File: config.mk
export PLATFORM = sky130hd
export DESIGN_NAME = uart_tx_flat
export DESIGN_NICKNAME = d
export VERILOG_FILES = /design/src/rtl/uart_tx_pkg.sv /design/src/rtl/uart_tx_if.sv /design/src/rtl/uart_baud_gen.sv /design/src/rtl/uart_tx.sv /design/src/flat_wrapper.sv
export SDC_FILE = /design/constraint.sdc
export NUM_CORES = 1
export LEC_CHECK = 0
export ABC_AREA = 1
export CAP_MARGIN = 20
export CELL_PAD_IN_SITES_DETAIL_PLACEMENT = 0
export CELL_PAD_IN_SITES_GLOBAL_PLACEMENT = 1
export CORE_ASPECT_RATIO = 0.8
export CORE_UTILIZATION = 43
export DETAILED_ROUTE_END_ITERATION = 8
export PLACE_DENSITY = 0.9
export SETUP_SLACK_MARGIN = 0.02
export SKIP_CTS_REPAIR_TIMING = 1
export SLEW_MARGIN = 15
export SYNTH_ARGS = -nofsm -noshare
export SYNTH_HDL_FRONTEND = slang
export SYNTH_HIERARCHICAL = 1
export SYNTH_SLANG_ARGS = --single-unit
File: constraint.sdc
create_clock -name clk -period 2 [get_ports clk]
set_input_delay 0.6 -clock clk [delete_from_list [all_inputs] [get_ports clk]]
set_output_delay 0.6 -clock clk [all_outputs]
set_load 0.02 [all_outputs]
File: src/rtl/uart_tx_pkg.sv
// Shared UART definitions: state encodings, oversample rate and defaults.
// Common to the tx and rx blocks so both ends of the link agree.
package uart_tx_pkg;

    localparam int OVERSAMPLE  = 16;
    localparam int DEF_DBIT    = 8;
    localparam int DEF_SB_TICK = 16;
    localparam int DEF_DVSR    = 163;
    localparam int DEF_DVSR_W  = 8;

    typedef enum logic [2:0] {
        IDLE   = 3'd0,
        START  = 3'd1,
        DATA   = 3'd2,
        PARITY = 3'd3,
        STOP   = 3'd4
    } state_t;

endpackage

File: src/rtl/uart_tx_if.sv
// Byte handshake between a producer and the UART transmitter.
// master = producer, slave = uart_tx.
interface uart_tx_if
    import uart_tx_pkg::*;
#(
    parameter int DBIT = DEF_DBIT
);

    logic            tx_start;
    logic [DBIT-1:0] tx_data;
    logic            tx_ready;
    logic            tx_done_tick;

    modport master (
        output tx_start,
        output tx_data,
        input  tx_ready,
        input  tx_done_tick
    );

    modport slave (
        input  tx_start,
        input  tx_data,
        output tx_ready,
        output tx_done_tick
    );

endinterface

File: src/rtl/uart_baud_gen.sv
// 16x baud tick generator; held at zero while disabled so each frame
// starts from a known phase.
module uart_baud_gen
    import uart_tx_pkg::*;
#(
    parameter int DVSR   = DEF_DVSR,
    parameter int DVSR_W = DEF_DVSR_W
) (
    input  logic clk,
    input  logic reset,
    input  logic en,
    output logic tick
);

    localparam logic [DVSR_W-1:0] LAST = DVSR_W'(DVSR - 1);

    logic [DVSR_W-1:0] cnt_q;
    logic [DVSR_W-1:0] cnt_d;

    always_comb begin
        cnt_d = '0;
        if (en && cnt_q != LAST)
            cnt_d = cnt_q + 1'b1;
    end

    assign tick = en && (cnt_q == LAST);

    always_ff @(posedge clk or negedge reset) begin
        if (!reset)
            cnt_q <= '0;
        else
            cnt_q <= cnt_d;
    end

endmodule

File: src/rtl/uart_tx.sv
// UART transmitter: start, DBIT data bits LSB first, optional parity, stop.
// Parity bit is built in only when UART_TX_PARITY_EN is defined.
module uart_tx
    import uart_tx_pkg::*;
#(
    parameter int DBIT       = DEF_DBIT,
    parameter int SB_TICK    = DEF_SB_TICK,
    parameter int DVSR       = DEF_DVSR,
    parameter int DVSR_W     = DEF_DVSR_W,
    parameter bit PARITY_ODD = 1'b0
) (
    input  logic     clk,
    input  logic     reset,
    uart_tx_if.slave bus,
    output logic     tx
);

    localparam logic [5:0] S_LAST  = 6'(OVERSAMPLE - 1);
    localparam logic [5:0] SB_LAST = 6'(SB_TICK - 1);
    localparam logic [2:0] N_LAST  = 3'(DBIT - 1);

    state_t          state_q;
    state_t          state_d;
    logic [5:0]      s_q;
    logic [5:0]      s_d;
    logic [2:0]      n_q;
    logic [2:0]      n_d;
    logic [DBIT-1:0] b_q;
    logic [DBIT-1:0] b_d;
    logic            tx_q;
    logic            tx_d;
    logic            done;
    logic            tick;
    logic            par_q;
    logic            par_d;

    uart_baud_gen #(
        .DVSR   (DVSR),
        .DVSR_W (DVSR_W)
    ) u_baud (
        .clk   (clk),
        .reset (reset),
        .en    (state_q != IDLE),
        .tick  (tick)
    );

    always_comb begin
        state_d = state_q;
        s_d     = s_q;
        n_d     = n_q;
        b_d     = b_q;
        par_d   = par_q;
        done    = 1'b0;
        unique case (state_q)
            IDLE: begin
                if (bus.tx_start) begin
                    state_d = START;
                    s_d     = '0;
                    b_d     = bus.tx_data;
                    par_d   = ^bus.tx_data ^ PARITY_ODD;
                end
            end
            START: begin
                if (tick) begin
                    if (s_q == S_LAST) begin
                        state_d = DATA;
                        s_d     = '0;
                        n_d     = '0;
                    end else begin
                        s_d = s_q + 1'b1;
                    end
                end
            end
            DATA: begin
                if (tick) begin
                    if (s_q == S_LAST) begin
                        s_d = '0;
                        b_d = b_q >> 1;
                        if (n_q == N_LAST) begin
`ifdef UART_TX_PARITY_EN
                            state_d = PARITY;
`else
                            state_d = STOP;
`endif
                        end else begin
                            n_d = n_q + 1'b1;
                        end
                    end else begin
                        s_d = s_q + 1'b1;
                    end
                end
            end
`ifdef UART_TX_PARITY_EN
            PARITY: begin
                if (tick) begin
                    if (s_q == S_LAST) begin
                        state_d = STOP;
                        s_d     = '0;
                    end else begin
                        s_d = s_q + 1'b1;
                    end
                end
            end
`endif
            STOP: begin
                if (tick) begin
                    if (s_q == SB_LAST) begin
                        state_d = IDLE;
                        done    = 1'b1;
                    end else begin
                        s_d = s_q + 1'b1;
                    end
                end
            end
            default: state_d = IDLE;
        endcase

        // line level follows the state being entered, so tx is registered
        tx_d = 1'b1;
        unique case (state_d)
            START:   tx_d = 1'b0;
            DATA:    tx_d = b_d[0];
`ifdef UART_TX_PARITY_EN
            PARITY:  tx_d = par_d;
`endif
            default: tx_d = 1'b1;
        endcase
    end

`ifndef UART_TX_PARITY_EN
    logic unused_par;
    assign unused_par = par_q;
`endif

    always_ff @(posedge clk or negedge reset) begin
        if (!reset) begin
            state_q <= IDLE;
            s_q     <= '0;
            n_q     <= '0;
            b_q     <= '0;
            par_q   <= 1'b0;
            tx_q    <= 1'b1;
        end else begin
            state_q <= state_d;
            s_q     <= s_d;
            n_q     <= n_d;
            b_q     <= b_d;
            par_q   <= par_d;
            tx_q    <= tx_d;
        end
    end

    assign bus.tx_ready     = (state_q == IDLE);
    assign bus.tx_done_tick = done;
    assign tx               = tx_q;

endmodule

File: src/flat_wrapper.sv
// flat-port wrapper written by rule: the top's interface ports become plain ports
module uart_tx_flat import uart_tx_pkg::*;
#(
    parameter int DBIT       = DEF_DBIT,
    parameter int SB_TICK    = DEF_SB_TICK,
    parameter int DVSR       = DEF_DVSR,
    parameter int DVSR_W     = DEF_DVSR_W,
    parameter bit PARITY_ODD = 1'b0
)
  (clk, reset, tx, bus_tx_start, bus_tx_data, bus_tx_ready, bus_tx_done_tick);
  uart_tx_if #(.DBIT(DBIT)) bus_i ();
  input  logic clk;
  input  logic reset;
  output logic tx;
  input wire logic [$bits(bus_i.tx_start)-1:0] bus_tx_start;
  input wire logic [$bits(bus_i.tx_data)-1:0] bus_tx_data;
  output wire logic [$bits(bus_i.tx_ready)-1:0] bus_tx_ready;
  output wire logic [$bits(bus_i.tx_done_tick)-1:0] bus_tx_done_tick;
  assign bus_i.tx_start = bus_tx_start;
  assign bus_i.tx_data = bus_tx_data;
  assign bus_tx_ready = bus_i.tx_ready;
  assign bus_tx_done_tick = bus_i.tx_done_tick;
  uart_tx #(.DBIT(DBIT), .SB_TICK(SB_TICK), .DVSR(DVSR), .DVSR_W(DVSR_W), .PARITY_ODD(PARITY_ODD)) u_core (.clk(clk), .reset(reset), .bus(bus_i), .tx(tx));
endmodule
Yosys cells after proc, flatten, opt, wreduce, memory -nomap -nowiden
Cells that the tools add are included.
{"block": "op_classes", "n_mux": 30, "eq_ne": 18, "n_addsub": 3, "n_reduce_logical": 11}
{"operator": "two-way mux 3 bit", "n": 13}
{"operator": "two-way mux 8 bit", "n": 4}
{"operator": "two-way mux 6 bit", "n": 5}
{"operator": "one-hot mux 6 bit (3 select lines)", "n": 1}
{"operator": "one-hot mux 8 bit (2 select lines)", "n": 1}
{"operator": "!= test 2 x 1 -> 1 bit, second input constant", "n": 6}
{"operator": "one-hot mux 3 bit (4 select lines)", "n": 1}
{"operator": "adder 8 x 1 -> 8 bit, second input constant", "n": 1}
{"operator": "== test 8 bit, second input constant", "n": 1}
{"operator": "!= test 8 bit, second input constant", "n": 1}
{"operator": "adder 6 x 1 -> 6 bit, second input constant", "n": 1}
{"operator": "== test 3 x 1 -> 1 bit, second input constant", "n": 2}
{"operator": "== test 3 x 2 -> 1 bit, second input constant", "n": 2}
{"operator": "== test 3 bit, second input constant", "n": 2}
{"operator": "== test 6 x 4 -> 1 bit, second input constant", "n": 1}
{"operator": "!= test 2 bit, second input constant", "n": 3}
{"operator": "one-hot mux 3 bit (2 select lines)", "n": 1}
{"operator": "AND reduction 6 bit", "n": 1}
{"operator": "nonzero test 3 bit", "n": 2}
{"operator": "AND reduction 5 bit", "n": 1}
{"operator": "AND reduction 4 bit", "n": 1}
{"operator": "nonzero test 2 bit", "n": 2}
{"operator": "adder 3 x 1 -> 3 bit, second input constant", "n": 1}
{"operator": "zero test 3 bit", "n": 1}
{"operator": "4 further kinds", "n": 7}
{"block": "word_totals", "reg_bits": 29, "output_inout_bits": 3, "input_bits": 11, "word_cells": 69}

Longest topological paths before layout
Gate-level depths: netlist of run 1.
{"block": "logic_depth", "depth_word": 7, "mapped_depth": 12, "mapped_depth_nobuf": 12}

Hierarchy
The synthesis of run 1 kept the hierarchy.
{"mod": "uart_tx", "area_each_um2": 1282.5, "seq_area_each_um2": 526.8, "cells_each": 170, "instances": 1}
{"mod": "uart_baud_gen", "area_each_um2": 452.9, "seq_area_each_um2": 200.2, "cells_each": 52, "instances": 1}

Least setup slack after synthesis of run 1
Ideal clock, no wire load.
{"block": "synth_timing", "path_type": "reg-to-output", "start": "reg u_core.u_baud.cnt_q[0]", "end": "out bus_tx_done_tick", "setup_slack_ps": -163, "path_buffers": 0, "arrival_time_ps": 1563, "required_time_ps": 1400, "path_stages_with_launch": 9, "cell_sequence": "dfrtp_1 -> inv_2 -> ha_1 -> nand2_1 -> nor2_1 -> nand2_2 -> nor2_1 -> nand2_2 -> nor2_1"}
{"block": "synth_between", "elab_chain_cells": 4}
{"element": "start, declared", "line": "uart_baud_gen.sv:17", "rtl": "logic [DVSR_W-1:0] cnt_q;"}
{"element": "start signal, assigned", "line": "uart_baud_gen.sv:32", "rtl": "cnt_q <= cnt_d;"}
{"element": "== test 8 bit", "line": "uart_baud_gen.sv:26", "rtl": "assign tick = en && (cnt_q == LAST);"}
{"element": "logical AND 1 bit", "line": "uart_baud_gen.sv:26"}
{"element": "net u_core.tick", "line": "uart_tx.sv:33", "rtl": "logic tick;"}
{"element": "two-way mux 1 bit", "line": "uart_tx.sv:106", "rtl": "if (tick) begin"}
{"element": "two-way mux 1 bit", "line": "uart_tx.sv:54", "rtl": "unique case (state_q)"}
{"element": "end, declared", "line": "flat_wrapper.sv:18", "rtl": "output wire logic [$bits(bus_i.tx_done_tick)-1:0] bus_tx_done_tick;"}
The timed path passes the listed nets, and every way through them passes these cells.

Worst setup path in the final report of run 1
Ends and elaborated chain as after synthesis.

==> results.tsv, run 1 <==
stage	metric	value	unit
timing	slew_headroom	75.21	%
drt	wl	3577	µm
power_and_ir_drop	comb_power_share	30.6	%
critical_path	cp_top_family	simple AND/OR/NAND/NOR gates	
final_layout	fin_util	59.84	%
flow_run	cap_violations	0	
drt	ant_nets	0	
critical_path	cp.required	1.40	ns
floorplan	die_x	73.03	µm
worst_hold_path	hp-class	reg2reg	
placed_design	dp_slack	-0.3278	ns
critical_path	worst_ep_arrival_time	1.52	ns
drt	via_per_inst	4.649	
synth	synth-seq-cells	29	
cts	cts_sinks	29	
synth	syn_nets	238	
critical_path	path_buf_inv	2	
cts	cts_tree	built	
synth	synthXorXnorAreaFrac	2.019	%
placed_design	port_buffers	13	
critical_path	max_stage_delay	0.39	ns
synth	synthCells	222	
cts	cts_buffers	5	
synth	synth_top_family_by_area	simple AND/OR/NAND/NOR gates	
synth	synth_cell_types	26	
critical_path	setup.worst_path.class	reg2out	
status	violations	negative setup slack	
final_layout	syn_to_final_growth	32.01	%
grt	first_global_vias	1495	
power_and_ir_drop	internal_power	0.001416	W
final_layout	num_antenna_cells	0	
synth	ys.warnings.count	6	
placed_design	dpl.hpwl	2659	µm
cts	clockRootBuffer	clkbuf_8	
critical_path	cp-start-kind	flop	
floorplan	start_util	45.33	%
power_and_ir_drop	peakVddDrop	0.0005274	V
floorplan	die_h	58.82	µm
synth	yosys.area_share.simple	41.82	%
timing	min_period_over_period	105.9	%
grt	grt_usage	19.92	%
critical_path	crit_path_end_kind	output port	
grt	grt_pass1_wl	6410	µm
timing	tightest_slew	0.3718	ns
grt	grt_max_degree	30	
timing	clock.fmax	472.3	MHz
status	status	finished with violations	
grt	overflow	0	
final_layout	drive_above_1_share	27.84	%
cts	clkTransAtPathRegs	0.07	ns
timing	hold_violations	0	
final_layout	nNetsFinal	288	
timing	rsz0062_at_grt	true	
floorplan	coreArea	3829	µm²
floorplan	fp.dieArea	4295	µm²
grt	antenna_found_initial	0	
cts	htree_levels	2	
cts	clockBufferDepth	2	
synth	syn_avg_cell_area	7.817	µm²
drt	wl_per_cell	10.91	µm
timing	finalSetupTns	-0.1174	ns
synth	synthMuxAreaShare	0	%
critical_path	slowest_stage	dfrtp_1	
floorplan	row_count	20	
timing	clock_skew	0.006627	ns
power_and_ir_drop	clockPowerShare	31.3	%
power_and_ir_drop	power_density	893.9	nW/µm²
timing	fin_crit	2.117	ns
drt	drt_iter0_drc	97	
drt	dr.pass1.iters	4	
placed_design	dp.cells	320	
synth	synthesis.area	1735	µm²
drt	drc	0	
timing	setup_violations	1	
final_layout	final_cells	328	
final_layout	nFillCells	349	
timing	hold_ws	0.4790	ns
timing	fin_ws	-0.1174	ns
synth	synth-compound-area-share	4.398	%
synth	synth-adder-area-share	3.605	%
power_and_ir_drop	leakage	1.195	nW
critical_path	worstPathMaxFanout	2	
power_and_ir_drop	swShare	30.86	%
synth	yosysSeqAreaShare	41.89	%
power_and_ir_drop	switching_power	0.0006320	W
critical_path	crit_path_cell_trace	inv_2, ha_1, nand2_1, nor2_2, nand2_2, nor2_4, nand2_2, nor2_2, buf_6	
floorplan	ios	14	
power_and_ir_drop	p_seq_share	38.1	%
placed_design	finalWeightedCongestion	0.8171	
timing	drv_slew	0	
drt	dr_total_vias	1525	
cts	insertion_delay	0.28	ns
[stage by stage]
step / power, W / area (µm²)
after global routing: 0.002180 / 2291
after CTS: 0.002071 / 2277
final: 0.002048 / 2291
after global placement: 0.001399 / 2157
after floorplan: 0.001183 / 1740
after detailed placement: 0.001413 / 2157
[kinds of logic after synthesis]
family          Yosys count
fa+ha+maj                 5
simple gates            147
flops                    29
xor+xnor                  4
compound gates           12
buf+inv                  25
[flip-flops by register name, summed over array words and instances (netlist names)]
signal and flops:
u_core/n_q 3, u_core/u_baud/cnt_q 8, u_core/state_q 3, u_core/tx 1
u_core/s_q 6, u_core/b_q 8
[final timing paths]
kind                                                       start                   endpoint  slack, ns  cells after the start
min in group asynchronous                                  reset  u_core/b_q[3]$_DFFE_PN0P_       0.69                      2
worst min-delay path                   u_core/b_q[7]$_DFFE_PN0P_  u_core/b_q[7]$_DFFE_PN0P_       0.48                      2
worst max-delay path            u_core/u_baud/cnt_q[0]$_DFF_PN0_           bus_tx_done_tick      -0.12                      9
worst max register to register  u_core/u_baud/cnt_q[0]$_DFF_PN0_  u_core/s_q[2]$_DFFE_PN0P_       0.25                     12
worst min register to register         u_core/b_q[7]$_DFFE_PN0P_  u_core/b_q[7]$_DFFE_PN0P_       0.48                      2
max in group asynchronous                                  reset        u_core/tx$_DFF_PN1_       1.00                      2
[cell type report]
type / count / area, µm² / share of cell area (%)
multi-input combinational: 168 / 912.1 / 39.81
sequential: 29 / 726.9 / 31.73
timing repair buffer: 45 / 376.6 / 16.44
inverter: 23 / 86.33 / 3.768
clock buffer: 6 / 82.58 / 3.605
tap: 55 / 68.82 / 3.004
clock inverter: 2 / 37.54 / 1.638
[Yosys cell counts]
cell type	n	area [µm²]
buf_6	2	22.52
nand3_2	5	50.05
a31oi_1	1	6.260
dfstp_2	1	26.28
nor3_2	1	10.01
a21oi_1	3	15.01
inv_2	5	18.77
o21ai_2	1	8.760
xor2_1	2	17.52
o21ai_0	3	15.01
a21oi_2	1	8.760
nor2_4	5	56.30
nand3_4	1	17.52
nor2_2	3	18.77
nand2_1	80	300.3
nand2_2	6	37.54
nand3_1	22	110.1
nand2_4	3	33.78
ha_1	5	62.56
xnor2_1	2	17.52
a21boi_0	1	7.510
inv_1	18	67.56
nor2_1	16	60.06
o21bai_1	2	15.01
nand4_1	5	31.28
dfrtp_1	28	700.7
[power by group through the flow]
| stage | clock [W] | combinational [W] | sequential, W |
|---|---|---|---|
| 2_1_floorplan | 0 | 0.000369 | 0.000813 |
| 3_3_place_gp | 0 | 0.000617 | 0.000781 |
| 3_5_place_dp | 0 | 0.000622 | 0.000792 |
| 4_1_cts | 0.000658 | 0.000631 | 0.000781 |
| 5_1_grt | 0.000682 | 0.000707 | 0.000791 |
| 6_report | 0.000641 | 0.000627 | 0.000779 |
[worst register-to-register path: cells and delay by family, from the launching register on]
family          cells  cell delay (ns)
simple gates        7             0.68
buf+inv             3             0.28
fa+ha+maj           1             0.14
flops               1             0.39
compound gates      1             0.16
[routing by layer]
layer	global-route usage, %	vias up	share of wire, %
met5	0	-	0
met4	7.283	0	0.75
met3	5.822	4	3.8
met2	32.54	25	46
met1	25.16	692	49
li1	-	804	-
[cell usage in the layout, fill, tap and decap left out, types with 3 or more instances in the layout]
cell             instances
a21oi_1                  3
buf_4                   32
clkbuf_8                 6
clkdlybuf4s50_1         10
dfrtp_1                 28
ha_1                     5
inv_1                   18
inv_2                    5
nand2_1                 80
nand2_2                  6
nand2_4                  3
nand3_1                 22
nand3_2                  5
nand4_1                  5
nor2_1                  13
nor2_2                   5
nor2_4                   6
No activity file was read; power rests on OpenSTA's default activity.
==> inputs of run 2 (changes only) <==
Settings changed: CAP_MARGIN 20 to unset, TNS_END_PERCENT set to 20.
==> results.tsv, run 2 (synthesis gave the netlist of run 1 again) <==
stage	metric	value	unit
status	violations	negative setup slack	
timing	clock.fmax	472.5	MHz
cts	clkTransAtPathRegs	0.07	ns
final_layout	drive_above_1_share	27.84	%
floorplan	row_count	20	
power_and_ir_drop	power_density	894.2	nW/µm²
cts	clockBufferDepth	2	
final_layout	syn_to_final_growth	32.01	%
placed_design	placed_cell_area	2157	µm²
floorplan	fp.dieArea	4295	µm²
placed_design	dpl.hpwl	2659	µm
critical_path	cp.required	1.40	ns
flow_run	cap_violations	0	
critical_path	crit_path_end_kind	output port	
cts	cts_tree	built	
cts	clockRootBuffer	clkbuf_8	
grt	overflow	0	
floorplan	coreArea	3829	µm²
final_layout	final_common_cell	nand2_1	
grt	grt_max_degree	30	
floorplan	start_util	45.33	%
timing	clock_skew	0.006773	ns
critical_path	cp-start-kind	flop	
placed_design	port_buffers	13	
critical_path	slowest_stage	dfrtp_1	
final_layout	final_cell_area	2291	µm²
placed_design	finalWeightedCongestion	0.8171	
final_layout	fin_util	59.84	%
final_layout	top_regs	u_core/b_q: 8 flops, u_core/u_baud/cnt_q: 8 flops, u_core/s_q: 6 flops	
drt	drc	0	
drt	wl_per_cell	10.95	µm
drt	via_per_inst	4.662	
timing	drv_slew	0	
cts	cts_sinks	29	
drt	ant_nets	0	
floorplan	die_h	58.82	µm
final_layout	nNetsFinal	288	
drt	dr.pass1.iters	4	
final_layout	regArea	726.9	µm²
final_layout	num_antenna_cells	0	
timing	min_period_over_period	105.8	%
grt	antenna_found_initial	0	
critical_path	worstPathMaxFanout	2	
timing	tightest_slew	0.3719	ns
status	status	finished with violations	
drt	wl	3591	µm
grt	grt_pass1_wl	6410	µm
critical_path	max_stage_delay	0.39	ns
drt	dr_total_vias	1529	
timing	fin_ws	-0.1162	ns
timing	slew_headroom	75.21	%
timing	rsz0062_at_grt	true	
critical_path	worst_ep_arrival_time	1.52	ns
cts	cts_buffers	5	
critical_path	cp_top_family	simple AND/OR/NAND/NOR gates	
power_and_ir_drop	peakVddDrop	0.0005277	V
timing	finalSetupTns	-0.1162	ns
worst_hold_path	hp-class	reg2reg	
final_layout	nFillCells	349	
critical_path	setup.worst_path.class	reg2out	
grt	first_global_vias	1495	
drt	drt_iter0_drc	94	
cts	insertion_delay	0.29	ns
timing	fin_crit	2.116	ns
timing	hold_violations	0	
final_layout	multiInputGateArea	912.1	µm²
final_layout	final_cell_mix	80 x nand2_1, 32 x buf_4, 28 x dfrtp_1, 22 x nand3_1, 18 x inv_1	
timing	setup_violations	1	
cts	htree_levels	2	
critical_path	path_buf_inv	2	
grt	grt_usage	19.92	%
floorplan	ios	14	
critical_path	crit_path_cell_trace	inv_2, ha_1, nand2_1, nor2_2, nand2_2, nor2_4, nand2_2, nor2_2, buf_6	
placed_design	dp_slack	-0.3278	ns
floorplan	die_x	73.03	µm
power_and_ir_drop	leakage	1.195	nW
==> run 2: layer usage <==
| metal | up-vias | global-route usage, % | share of wire, % |
|---|---|---|---|
| met2 | 23 | 32.54 | 46 |
| met4 | 0 | 7.283 | 0.97 |
| met3 | 6 | 5.822 | 3.6 |
| met1 | 696 | 25.16 | 49 |
| met5 | - | 0 | 0 |
| li1 | 804 | - | - |
==> run 2: worst paths after layout <==
path | startpoint | endpoint | slack [ns] | cells past startpoint
worst max-delay path | u_core/u_baud/cnt_q[0]$_DFF_PN0_ | bus_tx_done_tick | -0.12 | 9
worst min-delay path | u_core/b_q[7]$_DFFE_PN0P_ | u_core/b_q[7]$_DFFE_PN0P_ | 0.48 | 2
worst max register to register | u_core/u_baud/cnt_q[0]$_DFF_PN0_ | u_core/s_q[2]$_DFFE_PN0P_ | 0.20 | 12
worst min register to register | u_core/b_q[7]$_DFFE_PN0P_ | u_core/b_q[7]$_DFFE_PN0P_ | 0.48 | 2
max in group asynchronous | reset | u_core/tx$_DFF_PN1_ | 1.00 | 2
min in group asynchronous | reset | u_core/b_q[3]$_DFFE_PN0P_ | 0.69 | 2
==> run 2: metrics by stage <==
step	power, W	instances	hold slack (ns)
CTS	0.002071	328	0.4804
global placement	0.001399	320	0.4578
finish	0.002049	328	0.4791
global route	0.002181	328	0.5079
detailed placement	0.001413	320	0.4650
floorplan	0.001183	222	0.3044
==> run 2: layout make-up <==
| type | count | area share [%] |
|---|---|---|
| repair buffers | 45 | 16.44 |
| flip-flops and latches | 29 | 31.73 |
| inverters | 23 | 3.768 |
| clock buffers | 6 | 3.605 |
| clock inverters | 2 | 1.638 |
| multi-input cells | 168 | 39.81 |
| well taps | 55 | 3.004 |
==> run 2: worst min-delay path, cell delays in order, from the launching register on <==
cell and delay (ns):
dfrtp_1 0.35, nand2_1 0.06, nand2_1 0.05
==> run 2: power by group <==
group,total (W),internal [W],switching [W]
clock network,0.000642,0.000405,0.000237
logic,0.000628,0.000301,0.000327
registers,0.000779,0.000711,0.0000685
total,0.00205,0.00142,0.000632
==> variant 1: new RTL, config.mk and constraints of run 1 <==
Set the package constant `DEF_DVSR_W` to 12 (it was 8).
--- a/src/rtl/uart_tx_pkg.sv
+++ b/src/rtl/uart_tx_pkg.sv
@@ -6,7 +6,7 @@
     localparam int DEF_DBIT    = 8;
     localparam int DEF_SB_TICK = 16;
     localparam int DEF_DVSR    = 163;
-    localparam int DEF_DVSR_W  = 8;
+    localparam int DEF_DVSR_W  = 12;
 
     typedef enum logic [2:0] {
         IDLE   = 3'd0,
Check against the original RTL: no difference found for any inputs over 10 cycles, from zero or initial values and one cycle with reset low; that may be too few to reach the edited logic, so the function may still have changed.
==> variant 1 against run 1 <==
Area after synthesis rose by 16%; first-iteration DRC count rose by 23%; setup slack got worse by 0.029 ns; power rose by 1.7%; via count rose by 14%; critical endpoint unchanged; wire length rose by 16%; die area rose by 15%; combinational power rose by 9.3%; non-clock buffer count rose by 7; sequential cell count rose by 4; largest cell class unchanged; the flow still finishes with violations (negative setup slack); design area rose by 15%; clock skew barely moved.
==> variant 1: results (changes against run 1) <==
- Outcome: finished with violations (unchanged)
- Final Setup Violations: 1 (unchanged)
- Leak: 1.35 nW (was 1.20 nW)
- Violated checks: negative setup slack (unchanged)
- Post-detailed-route wirelength per cell: 11.2 um (was 10.9 um)
- Synth area leaders: dfrtp_1 (40%), nand2_1 (15%), nand3_1 (6.2%), inv_1 (4.9%), nor2_2 (4.7%) (was dfrtp_1 (40%), nand2_1 (17%), nand3_1 (6.3%), inv_1 (3.9%), ha_1 (3.6%))
- Post-synth top cells: nand2_1 (82), dfrtp_1 (32), inv_1 (26), nand3_1 (25), nor2_2 (15) (was nand2_1 (80), dfrtp_1 (28), nand3_1 (22), inv_1 (18), nor2_1 (16))
- Post-synthesis sequential area ratio: 0.412 (was 0.419)
- Max VDD drop: 0.542 mV (was 0.527 mV)
- Largest net degree at the start of global routing: 34 (was 30)
- Vias per inst: 4.72 (was 4.65)
- Netlist cell types: 28 (was 26)
- Global-route wire length before repair: 7450 um (was 6410 um)
- FF-to-FF path depth: 13 (was 12)
- Iter 0 DRT Violations: 119 (was 97)
- Vias in the first global route: 1664 (was 1495)
- Post-synthesis xor/xnor area fraction: 0.0262 (was 0.0202)
- Gr usage total: 0.198 (was 0.199)
- Syn nets: 270 (was 238)
- Post-DP HPWL: 3060 um (was 2660 um)
- Fill cell count: 391 (was 349)
- Critical R2R Capture: u_core/b_q[5] (was u_core/s_q[2])
- Worst Skew: 0.00674 ns (was 0.00663 ns)
- Final net count: 328 (was 288)
- Compound-cell area share of the yosys netlist: 0.0355 (was 0.0440)
- Layout cell share with drive strength beyond 1: 0.313 (was 0.278)
- Setup WS post-layout: -0.147 ns (was -0.117 ns)
- Net load switching power: 0.000678 W (was 0.000632 W)
- Met1 Wirelength: 2160 um (was 1750 um)
- Placer Congestion: 0.821 (was 0.817)
- Synth Area in Adders: 0.0312 (was 0.0360)
- Largest registers: u_core/u_baud/cnt_q x12, u_core/b_q x8, u_core/s_q x6 (was u_core/b_q x8, u_core/u_baud/cnt_q x8, u_core/s_q x6)
variant 1: how the worst max path moves through the flow:
stage | from | slack, ns | endpoint
floorplan | u_core/u_baud/cnt_q[0] | 0.04 | bus_tx_done_tick
global placement | u_core/u_baud/cnt_q[0] | -0.30 | bus_tx_done_tick
detailed placement | u_core/u_baud/cnt_q[0] | -0.32 | bus_tx_done_tick
CTS | u_core/u_baud/cnt_q[0] | -0.65 | bus_tx_done_tick
global route | u_core/u_baud/cnt_q[0] | -0.27 | bus_tx_done_tick
finish | u_core/u_baud/cnt_q[0] | -0.15 | bus_tx_done_tick
variant 1: metal layers:
metal	vias up	track usage
met2	21	0.307
met4	0	0.0579
li1	925	-
met1	792	0.264
met5	-	0
met3	8	0.0623
variant 1: through the flow:
step / total power [W] / instances / setup WS [ns] / area, um^2 / TNS (ns)
CTS: 0.00209 / 368 / -0.653 / 2600 / -1.01
detailed placement: 0.00155 / 360 / -0.315 / 2500 / -0.320
floorplan: 0.00128 / 254 / 0.0373 / 2020 / 0
global route: 0.00224 / 370 / -0.272 / 2630 / -0.287
finish: 0.00208 / 370 / -0.147 / 2630 / -0.147
global placement: 0.00153 / 360 / -0.304 / 2500 / -0.304
variant 1: final cells by class:
cell class              count  area share
clock buffers               6      0.0314
clock inverters             2     0.00524
inverters                  30      0.0429
multi-input cells         190       0.413
flip-flops and latches     33       0.315
well taps                  57      0.0272
repair buffers             52       0.165
variant 1: critical path: cells and delay by family (launching register included):
family	cells	cell delay, ns
adders and majority gates	1	0.13
buffers and inverters	2	0.17
DFF	1	0.39
and+or+nand+nor	6	0.56
variant 1: cells by family (layout without fill, tap and decap cells):
family / Yosys count / count (layout)
buffers and inverters: 31 / 90
xor gates and xnor gates: 6 / 6
DFF: 33 / 33
adders and majority gates: 5 / 5
AOI/OAI and AO/OA: 12 / 12
and+or+nand+nor: 167 / 167
variant 1: power by group through the flow:
stage	clock [W]	combinational [W]	sequential, W
CTS	0.000556	0.000676	0.000862
finish	0.000537	0.000685	0.000861
floorplan	0	0.000371	0.000907
detailed placement	0	0.000671	0.000874
global route	0.000593	0.000772	0.000875
global placement	0	0.000662	0.000867
==> variant 2: new RTL, flow settings as in run 1 <==
Made on the original files. Reset style: synchronous (`reset`), changed in 2 clocked blocks.
--- a/src/rtl/uart_baud_gen.sv
+++ b/src/rtl/uart_baud_gen.sv
@@ -25,7 +25,7 @@
 
     assign tick = en && (cnt_q == LAST);
 
-    always_ff @(posedge clk or negedge reset) begin
+    always_ff @(posedge clk) begin
         if (!reset)
             cnt_q <= '0;
         else
--- a/src/rtl/uart_tx.sv
+++ b/src/rtl/uart_tx.sv
@@ -132,7 +132,7 @@
     assign unused_par = par_q;
 `endif
 
-    always_ff @(posedge clk or negedge reset) begin
+    always_ff @(posedge clk) begin
         if (!reset) begin
             state_q <= IDLE;
             s_q     <= '0;
Behaviour: differs if reset is asserted again (counterexample within 4 cycles, from zero or initial values and one cycle with reset low); with reset held inactive, the same outputs for 10 cycles.
==> variant 2 against run 1 <==
The run still ends with negative setup slack left; area after synthesis fell by 9.1%; design area fell by 8.4%; wire length fell by 11%; sequential share of layout area fell by 4.1 points; sequential cell count did not move; setup slack improved by 0.075 ns; via count fell by 1.7%; cell count fell by 3.7%; largest cell class unchanged.
Power is not compared: it rests on default switching activity, and its combinational part moved more than twofold at a synthesized area within 25%.
==> variant 2: results (changes against run 1) <==
- Placed cell areas: 1980 um^2 (was 2160 um^2)
- Final Setup Violations: 1 (unchanged)
- Global-route wire length before repair: 5740 um (was 6410 um)
- Ys async rst share: 0 (was 1.00)
- M3 GR Usage: 0.0507 (was 0.0582)
- Largest net degree at the start of global routing: 14 (was 30)
- Clock transition at path regs: 0.07 ns (about the same)
- Layout cell share with drive strength beyond 1: 0.241 (was 0.278)
- Post-detailed-route wirelength per cell: 10.1 um (was 10.9 um)
- Vias in the first global route: 1376 (was 1495)
- Final net count: 289 (was 288)
- Arr. time, crit path: 1.44 ns (was 1.52 ns)
- Worst Skew: 0.00724 ns (was 0.00663 ns)
- GRT met1 Usage: 0.241 (was 0.252)
- DP Worst Slack: -0.237 ns (was -0.328 ns)
- Netlist cell types: 24 (was 26)
- Cell taking the most area after synthesis: dfxtp_1 (was dfrtp_1)
- Violated checks: negative setup slack (unchanged)
- GRT met2 Usage: 0.295 (was 0.325)
- Largest registers: u_core/b_q x8, u_core/u_baud/cnt_q x8, u_core/s_q x6 (unchanged)
- Vias: 1499 (was 1525)
- Post-synthesis sequential area ratio: 0.368 (was 0.419)
- Placer Congestion: 0.825 (was 0.817)
- Fill cell count: 353 (was 349)
- Worst slew pin tran: 0.385 ns (was 0.372 ns)
- Post-DP HPWL: 2400 um (was 2660 um)
- Post-synthesis xor/xnor area fraction: 0.0167 (was 0.0202)
- Outcome: finished with violations (unchanged)
- Iter 0 DRT Violations: 89 (was 97)
- Clk. pwr: about 0.00064 W
- Setup WS post-layout: -0.0424 ns (was -0.117 ns)
- Post-synth top cells: nand2_1 (68), dfxtp_1 (29), nor2_1 (26), inv_1 (22), nand3_1 (17) (was nand2_1 (80), dfrtp_1 (28), nand3_1 (22), inv_1 (18), nor2_1 (16))
- Gr usage total: 0.187 (was 0.199)
## variant 2: worst max-delay path: stages, from the launching register on
cell     delay [ns]
dfxtp_1        0.31
inv_1          0.06
ha_1           0.15
nand3_2        0.10
nor3b_4        0.21
nand2_2        0.11
nor2_4         0.08
buf_4          0.14
## variant 2: path summary, 6_finish.rpt
check                          from               end  slack [ns]  depth (start not counted)
max reg2reg  u_core/u_baud/cnt_q[0]     u_core/b_q[6]        0.25                         10
min reg2reg           u_core/b_q[7]     u_core/b_q[7]        0.47                          2
min                   u_core/b_q[7]     u_core/b_q[7]        0.47                          2
max          u_core/u_baud/cnt_q[0]  bus_tx_done_tick       -0.04                          7
## variant 2: cell type report
| type | count | area share |
|---|---|---|
| Multi-Input combinational cell | 172 | 0.430 |
| Sequential cell | 29 | 0.277 |
| Timing Repair Buffer | 41 | 0.168 |
| Inverter | 24 | 0.0429 |
| Clock buffer | 6 | 0.0393 |
| Tap cell | 42 | 0.0250 |
| Clock inverter | 2 | 0.0179 |
## variant 2: cell families (layout without fill, tap and decap cells)
kind of cell	after synthesis	count (layout)
compound gates	24	24
xor+xnor	3	3
fa+ha+maj	5	5
buf+inv	28	73
flops	29	29
simple gates	140	140
## variant 2: through the flow
stage / utilization / setup TNS, ns / std cells / hold slack [ns]
floorplan: - / 0 / 229 / 0.439
global placement: 0.570 / -0.238 / 308 / 0.453
detailed placement: 0.570 / -0.237 / 308 / 0.462
CTS: 0.605 / -0.772 / 316 / 0.473
global route: 0.605 / -0.150 / 316 / 0.498
finish: 0.605 / -0.0424 / 316 / 0.472
## variant 2: per-layer routing
layer / share of wire / routed length [um] / vias up
li1: - / - / 809
met2: 0.45 / 1430 / 34
met5: 0 / 0 / -
met1: 0.49 / 1560 / 654
met4: 0.0076 / 24 / 0
met3: 0.053 / 169 / 2
